==> config.mk <==
export PLATFORM = sky130hd
export DESIGN_NAME = i2c_registers
export DESIGN_NICKNAME = d
export VERILOG_FILES = /design/src/rtl/pid_regs_pkg.sv /design/src/rtl/gain_reg.sv /design/src/rtl/i2c_registers.sv
export SDC_FILE = /design/constraint.sdc
export NUM_CORES = 1
export LEC_CHECK = 0
export ABC_AREA = 0
export CORE_MARGIN = 4
export CORE_UTILIZATION = 42
export CTS_CLUSTER_SIZE = 30
export DETAILED_ROUTE_END_ITERATION = 6
export HOLD_SLACK_MARGIN = 0.15
export PLACE_DENSITY = 0.77
export SYNTH_ARGS = -nofsm -noshare
export SYNTH_HDL_FRONTEND = slang
export SYNTH_SLANG_ARGS = --single-unit
==> constraint.sdc <==
create_clock -name clk -period 1.9 [get_ports clk]
set_input_delay 0.475 -clock clk [delete_from_list [all_inputs] [get_ports clk]]
set_output_delay 0.475 -clock clk [all_outputs]
set_load 0.005 [all_outputs]
==> src/rtl/pid_regs_pkg.sv <==
// Shared definitions for the PID gain register map: widths, addresses and the
// address decode used by the register file, the I2C slave and the bench.
package pid_regs_pkg;

    localparam int DATA_W = 6;
    localparam int ADDR_W = 8;

    localparam logic [ADDR_W-1:0] K_P_ADDR = 8'h20;
    localparam logic [ADDR_W-1:0] K_I_ADDR = 8'h21;
    localparam logic [ADDR_W-1:0] K_D_ADDR = 8'h22;

    typedef logic [DATA_W-1:0] gain_t;
    typedef logic [ADDR_W-1:0] addr_t;

    typedef struct packed {
        logic kp;
        logic ki;
        logic kd;
    } gain_sel_t;

    // One-hot select; all zero for an unmapped address.
    function automatic gain_sel_t decode_addr(input addr_t addr);
        gain_sel_t sel;
        sel.kp = (addr == K_P_ADDR);
        sel.ki = (addr == K_I_ADDR);
        sel.kd = (addr == K_D_ADDR);
        return sel;
    endfunction

endpackage

==> src/rtl/gain_reg.sv <==
// Single gain register with synchronous active-low reset and a load enable.
module gain_reg
    import pid_regs_pkg::*;
#(
    parameter gain_t RST_VAL = '0
) (
    input  logic              clk,
    input  logic              rst_n,
    input  logic              load_en,
    input  logic [DATA_W-1:0] d,
    output logic [DATA_W-1:0] q
);

    gain_t val_q;
    gain_t val_d;

    always_comb begin
        val_d = val_q;
        if (load_en) begin
            val_d = d;
        end
    end

    always_ff @(posedge clk) begin
        if (!rst_n) begin
            val_q <= RST_VAL;
        end else begin
            val_q <= val_d;
        end
    end

    assign q = val_q;

endmodule

==> src/rtl/i2c_registers.sv <==
// PID gain register file behind the I2C slave: address-decoded writes, a
// registered read port, and the three gains driven straight from their flops.
module i2c_registers
    import pid_regs_pkg::*;
#(
    parameter gain_t K_P_RST = '0,
    parameter gain_t K_I_RST = '0,
    parameter gain_t K_D_RST = '0
) (
    input  logic              clk,
    input  logic              rst_n,
    input  logic              ena,
    input  logic [ADDR_W-1:0] reg_addr,
    input  logic [DATA_W-1:0] update_value,
    input  logic              read_or_write,
    output logic [DATA_W-1:0] read_value,
    output logic [DATA_W-1:0] K_p,
    output logic [DATA_W-1:0] K_i,
    output logic [DATA_W-1:0] K_d
);

    gain_sel_t sel;
    logic      wr_en;
    logic      rd_en;
    logic      ld_kp;
    logic      ld_ki;
    logic      ld_kd;
    gain_t     k_p_q;
    gain_t     k_i_q;
    gain_t     k_d_q;
    gain_t     read_value_q;
    gain_t     read_value_d;

    // ena gates both strobes first, so an undriven address cannot reach state.
    always_comb begin
        wr_en = ena & read_or_write;
        rd_en = ena & ~read_or_write;
        sel   = decode_addr(reg_addr);
        ld_kp = wr_en & sel.kp;
        ld_ki = wr_en & sel.ki;
        ld_kd = wr_en & sel.kd;
    end

    always_comb begin
        read_value_d = read_value_q;
        if (rd_en) begin
            if (sel.kp) begin
                read_value_d = k_p_q;
            end else if (sel.ki) begin
                read_value_d = k_i_q;
            end else if (sel.kd) begin
                read_value_d = k_d_q;
            end else begin
                read_value_d = '0;
            end
        end
    end

    gain_reg #(.RST_VAL(K_P_RST)) u_kp (
        .clk     (clk),
        .rst_n   (rst_n),
        .load_en (ld_kp),
        .d       (update_value),
        .q       (k_p_q)
    );

    gain_reg #(.RST_VAL(K_I_RST)) u_ki (
        .clk     (clk),
        .rst_n   (rst_n),
        .load_en (ld_ki),
        .d       (update_value),
        .q       (k_i_q)
    );

    gain_reg #(.RST_VAL(K_D_RST)) u_kd (
        .clk     (clk),
        .rst_n   (rst_n),
        .load_en (ld_kd),
        .d       (update_value),
        .q       (k_d_q)
    );

    always_ff @(posedge clk) begin
        if (!rst_n) begin
            read_value_q <= '0;
        end else begin
            read_value_q <= read_value_d;
        end
    end

    assign read_value = read_value_q;
    assign K_p        = k_p_q;
    assign K_i        = k_i_q;
    assign K_d        = k_d_q;

endmodule

== Word-level counts from Yosys, hierarchy flattened ==
Index checks and enable logic that the tools add are counted.
Word-level totals
  output and inout port bits: 24
  memories: 0
  memory bits (writable): 0
  memory bits (read-only): 0
  bits in registers: 24
  input port bits: 18
  latch bits: 0
  logic and storage cells: 16
Cells by class
  shifts and indexed selects: 0
  $add $sub $neg: 0
  equality and inequality tests: 3
  divide/modulo/power cells: 0
  multipliers: 0
  multiplexer cells: 3
  reductions and logical operators: 0
  $lt $le $gt $ge: 0
  bitwise gates (word level): 6
Operator list (count)
  == test 8 x 6 -> 1 bit (second input constant): 3
  2-to-1 mux 6 bit: 3
  AND 1 bit: 5
  NOT 1 bit: 1

== Longest topological paths before layout ==
  word-level depth: 4
  mapped depth: 4
  mapped depth without buffers: 3

== Modules after synthesis ==
Synthesis repeated with hierarchy kept, for this count alone.
Second synthesis, totals
  cells, all modules: 102
  area, all modules: 1094.8 µm²
Modules (own cells, without submodules)
  gain_reg: sequential area each 120.1 µm², area an instance 229.0 µm², instances 3, cells each 19
  i2c_registers: sequential area each 120.1 µm², area an instance 407.9 µm², instances 1, cells each 45

== Least setup slack after synthesis ==
No wires, ideal clock.
  path type: input -> register
  start: input reg_addr[0]
  end: register read_value_q[4] (netlist: read_value[4])
  arrival: 1506 ps
  stages: 4
  path buffers: 1
  library setup time: 114 ps
  slack: 280 ps
  data required time: 1786 ps
  cells stage by stage: or4_1 buf_2 o221ai_2 a2bb2o_4
On the way
  word-level cells in the longest chain between the ends: 4
Ends and longest elaborated chain
  start: declaration: RTL line i2c_registers.sv:13  | input logic [ADDR_W-1:0] reg_addr,
  == test 8 x 6 -> 1 bit: RTL line pid_regs_pkg.sv:26  | sel.kd = (addr == K_D_ADDR);
  2-to-1 mux 6 bit: RTL line i2c_registers.sv:51  | end else if (sel.kd) begin
  2-to-1 mux 6 bit: RTL line i2c_registers.sv:49  | end else if (sel.ki) begin
  2-to-1 mux 6 bit (*): RTL line i2c_registers.sv:47  | if (sel.kp) begin
  end signal: assignment: RTL line i2c_registers.sv:87  | read_value_q <= read_value_d;
  end: declaration: RTL line i2c_registers.sv:31  | gain_t read_value_q;
Every way passes the cells marked *; elsewhere a longest branch is shown, timed or not.
A chain may end at the register's enable or synchronous reset.

== Worst setup path in the final report ==
  start: input reg_addr[0]
  end: register read_value_q[0] (netlist: read_value[0])
Same word-level chain as after synthesis.

==> impl_results.rst <==
.. list-table::
   :header-rows: 1

   * - Metric
     - Value
   * - Status
     - completed
   * - Final critical delay including setup and external delays
     - about 1.8 ns
   * - Post-CTS setup-driven buffer insertion count
     - 0
   * - Core utilization of the finished layout
     - 0.661
   * - Unrepaired setup endpoints after global routing
     - no
   * - Final-stage net count
     - 176
   * - Start point of the worst hold path
     - u_ki.q[2]$_SDFFE_PN0P_
   * - Core region area
     - about 2500 µm²
   * - Total cell area at the placement stage
     - between 1500 and 2000 µm²
   * - Critical path required time
     - about 2.1 ns
   * - First-pass DRT Iterations
     - 4
   * - Clock Sinks
     - 24
   * - Pin count of the biggest net entering global routing
     - 23
   * - Most frequently used flop master after synthesis
     - dfxtp_1
   * - Antenna violation net count after detailed routing
     - 0
   * - Synthesis Warnings
     - 0
   * - Area of the mapped netlist
     - 1090 µm²
   * - # Max-Cap Violations
     - 0
   * - Endpoint type of the worst setup path
     - register
   * - Ratio of cells with drive above 1 in the final layout
     - 0.140
   * - Count of mapped cells out of synthesis
     - roughly 110
   * - Number of cell instances on the worst register-to-register path
     - 3
   * - Drt via density
     - 5.05
   * - Horiz. Die Dim
     - 59.0 µm
   * - Reg-to-reg critical path startpoint
     - u_ki.q[4]$_SDFFE_PN0P_
   * - Total length of routed wires
     - approximately 2.9 mm
   * - Number of library cell types mapped by synthesis
     - 24
   * - Resized cells post-CTS
     - 0
   * - Static leakage power
     - 0.735 nW
   * - Clock transition at path regs
     - approximately 0.14 ns
   * - Chip height
     - 59.0 µm
   * - CTS Root Cell
     - clkbuf_4
   * - Final non-filler cell area
     - 1640 µm²
   * - Maximum level of the CTS H-tree
     - 1
   * - Minimum setup slack among reg-to-reg paths
     - 0.87 ns
   * - Final estimated routing congestion in global placement
     - 0.807
   * - First-pass GRT wire length
     - 4.64 mm
   * - Endpoint of the lowest-slack register-to-register path
     - read_value[4]$_SDFFE_PN0P_
   * - Die Outline Area
     - 3480 µm²
   * - Setup Crit Path Kind
     - input port to register
   * - Total power per unit cell area
     - approximately 600 nW/µm²
   * - All-layer global routing usage
     - 0.175
   * - I/O pin count
     - 42
   * - Maximum resistive drop on vdd
     - 447 µV
   * - Highest Clock Rate
     - 0.555 GHz
   * - HPWL after detailed placement
     - 2.26 mm
   * - Total via count after detailed routing
     - 944
   * - Num CTS Buffers
     - 3
   * - Worst min-delay path category
     - register to register
   * - Number of buffers added to fix hold violations after cts
     - 0
   * - Layout area overhead
     - 50.1%
   * - Source-to-sink clock delay at the later pin of the worst-skew pair
     - 0.31 ns
   * - Number of buffers inserted by port buffering
     - 41
   * - Initial standard-cell utilization of the core
     - 0.440
   * - Max_slew headroom
     - 0.673
   * - Number of DRC violations after detailed-routing iteration 0
     - 21
   * - Average cell area after synthesis
     - between 10 and 15 µm²
   * - Standard-cell row count
     - 18
   * - Portion of the clock cycle consumed by the worst path in the final layout
     - 0.948
   * - Sequential share of the synthesized area
     - 0.440
   * - Ant. Diodes
     - 0
   * - TritonCTS clock tree
     - done
   * - Number of synthesized register bits
     - 24
   * - Hold EP
     - u_ki.q[2]$_SDFFE_PN0P_
   * - Critical path peak fanout
     - 4
   * - Data arrival time of the critical path
     - 2.01 ns
   * - Number of enable-type register cells in the synthesized netlist
     - 0
   * - Final number of setup-violating endpoints
     - 0
   * - Worst Skew
     - 0.00757 ns
   * - Residual DRC
     - 0
   * - Routed wire per std cell
     - 15.4 µm
   * - Max Transition Viols Final
     - 0
   * - Number of global-route vias before repair
     - 1002
   * - Syn Nets
     - 125
   * - Final Hold Vio Count
     - 0
   * - Initial antenna violation count
     - 0
   * - Residual overflow from global routing
     - 0
   * - FFs w/ async S/R, synth
     - 0
   * - Number of buffers between clock root and the deepest sink
     - 2
   * - Hold path depth
     - 2
   * - Kind of start point of the critical path
     - input port
   * - Slew at the pin closest to its max-slew limit
     - 0.490 ns
worst max-delay path: stages:
cell and delay [ns]:
clkdlybuf4s50_1 0.42, or4_1 0.62, buf_4 0.19, o221ai_1 0.20, o2bb2ai_1 0.10
synth_stat cells (2+ instances only):
master,n,area share
dfxtp_1,24,0.44
nand2_1,24,0.083
mux2i_1,18,0.17
nand2b_1,5,0.029
nor2b_1,5,0.029
o221ai_1,5,0.040
o2bb2ai_1,5,0.040
and2b_1,2,0.014
buf_2,2,0.0092
clkbuf_1,2,0.0069
nor2_1,2,0.0069
worst max path at each step:
stage | from | to | slack (ns)
2_1_floorplan | reg_addr[0] | read_value[4]$_SDFFE_PN0P_ | 0.28
3_3_place_gp | reg_addr[1] | read_value[3]$_SDFFE_PN0P_ | -0.15
3_5_place_dp | reg_addr[1] | read_value[0]$_SDFFE_PN0P_ | -0.23
4_1_cts | reg_addr[1] | read_value[0]$_SDFFE_PN0P_ | 0.09
5_1_grt | reg_addr[0] | read_value[0]$_SDFFE_PN0P_ | 0.03
6_report | reg_addr[0] | read_value[0]$_SDFFE_PN0P_ | 0.1
cells by family (layout without fill, tap and decap cells):
| family | after synthesis | after routing | share of synthesized area |
|---|---|---|---|
| flops | 24 | 24 | 0.440 |
| buf+inv | 6 | 56 | 0.0298 |
| mux | 18 | 18 | 0.165 |
| simple gates | 47 | 47 | 0.252 |
| compound gates | 12 | 12 | 0.112 |
final cells by class:
class | instances | area, µm²
Clock buffer | 3 | 22.5
Clock inverter | 1 | 30.0
Fill cell | 213 | 840
Inverter | 1 | 3.75
Multi-Input combinational cell | 77 | 578
Sequential cell | 24 | 480
Tap cell | 30 | 37.5
Timing Repair Buffer | 51 | 485
layer usage:
layer,global-route usage,part of all wire,wire length [µm],up-vias
li1,-,-,-,482
met1,0.218,0.46,1330,436
met2,0.314,0.49,1410,24
met3,0.0241,0.042,122,2
met4,0.0453,0.0087,25,0
met5,0,0,0,-
cells in the final DEF (no fill, tap or decap), types with 2 or more instances in the layout:
master	n
clkdlybuf4s50_1	41
nand2_1	24
dfxtp_1	24
mux2i_1	18
buf_4	10
nor2b_1	5
nand2b_1	5
o221ai_1	5
o2bb2ai_1	5
clkbuf_4	3
nor2_1	2
and2b_1	2
state kept, by name, summed over array words and instances, names as in the netlist:
signal	count
u_kp.q	6
u_ki.q	6
u_kd.q	6
read_value	6
metrics by stage:
stage	total power [mW]	TNS, ns	hold slack [ns]	setup WS [ns]	cells
3_3_place_gp	0.605	-0.827	0.449	-0.146	183
6_report	0.965	0	0.481	0.0992	187
3_5_place_dp	0.608	-2.14	0.452	-0.234	183
5_1_grt	0.990	0	0.502	0.0306	187
4_1_cts	0.967	0	0.484	0.0924	187
2_1_floorplan	0.556	0	0.456	0.280	107
power by group:
part | switching (mW) | internal (mW)
sequential | 0.000268 | 0.504
clock | 0.154 | 0.213
combinational | 0.0427 | 0.0513
total | 0.197 | 0.768
Note: power is estimated with default switching activity, not from simulation.
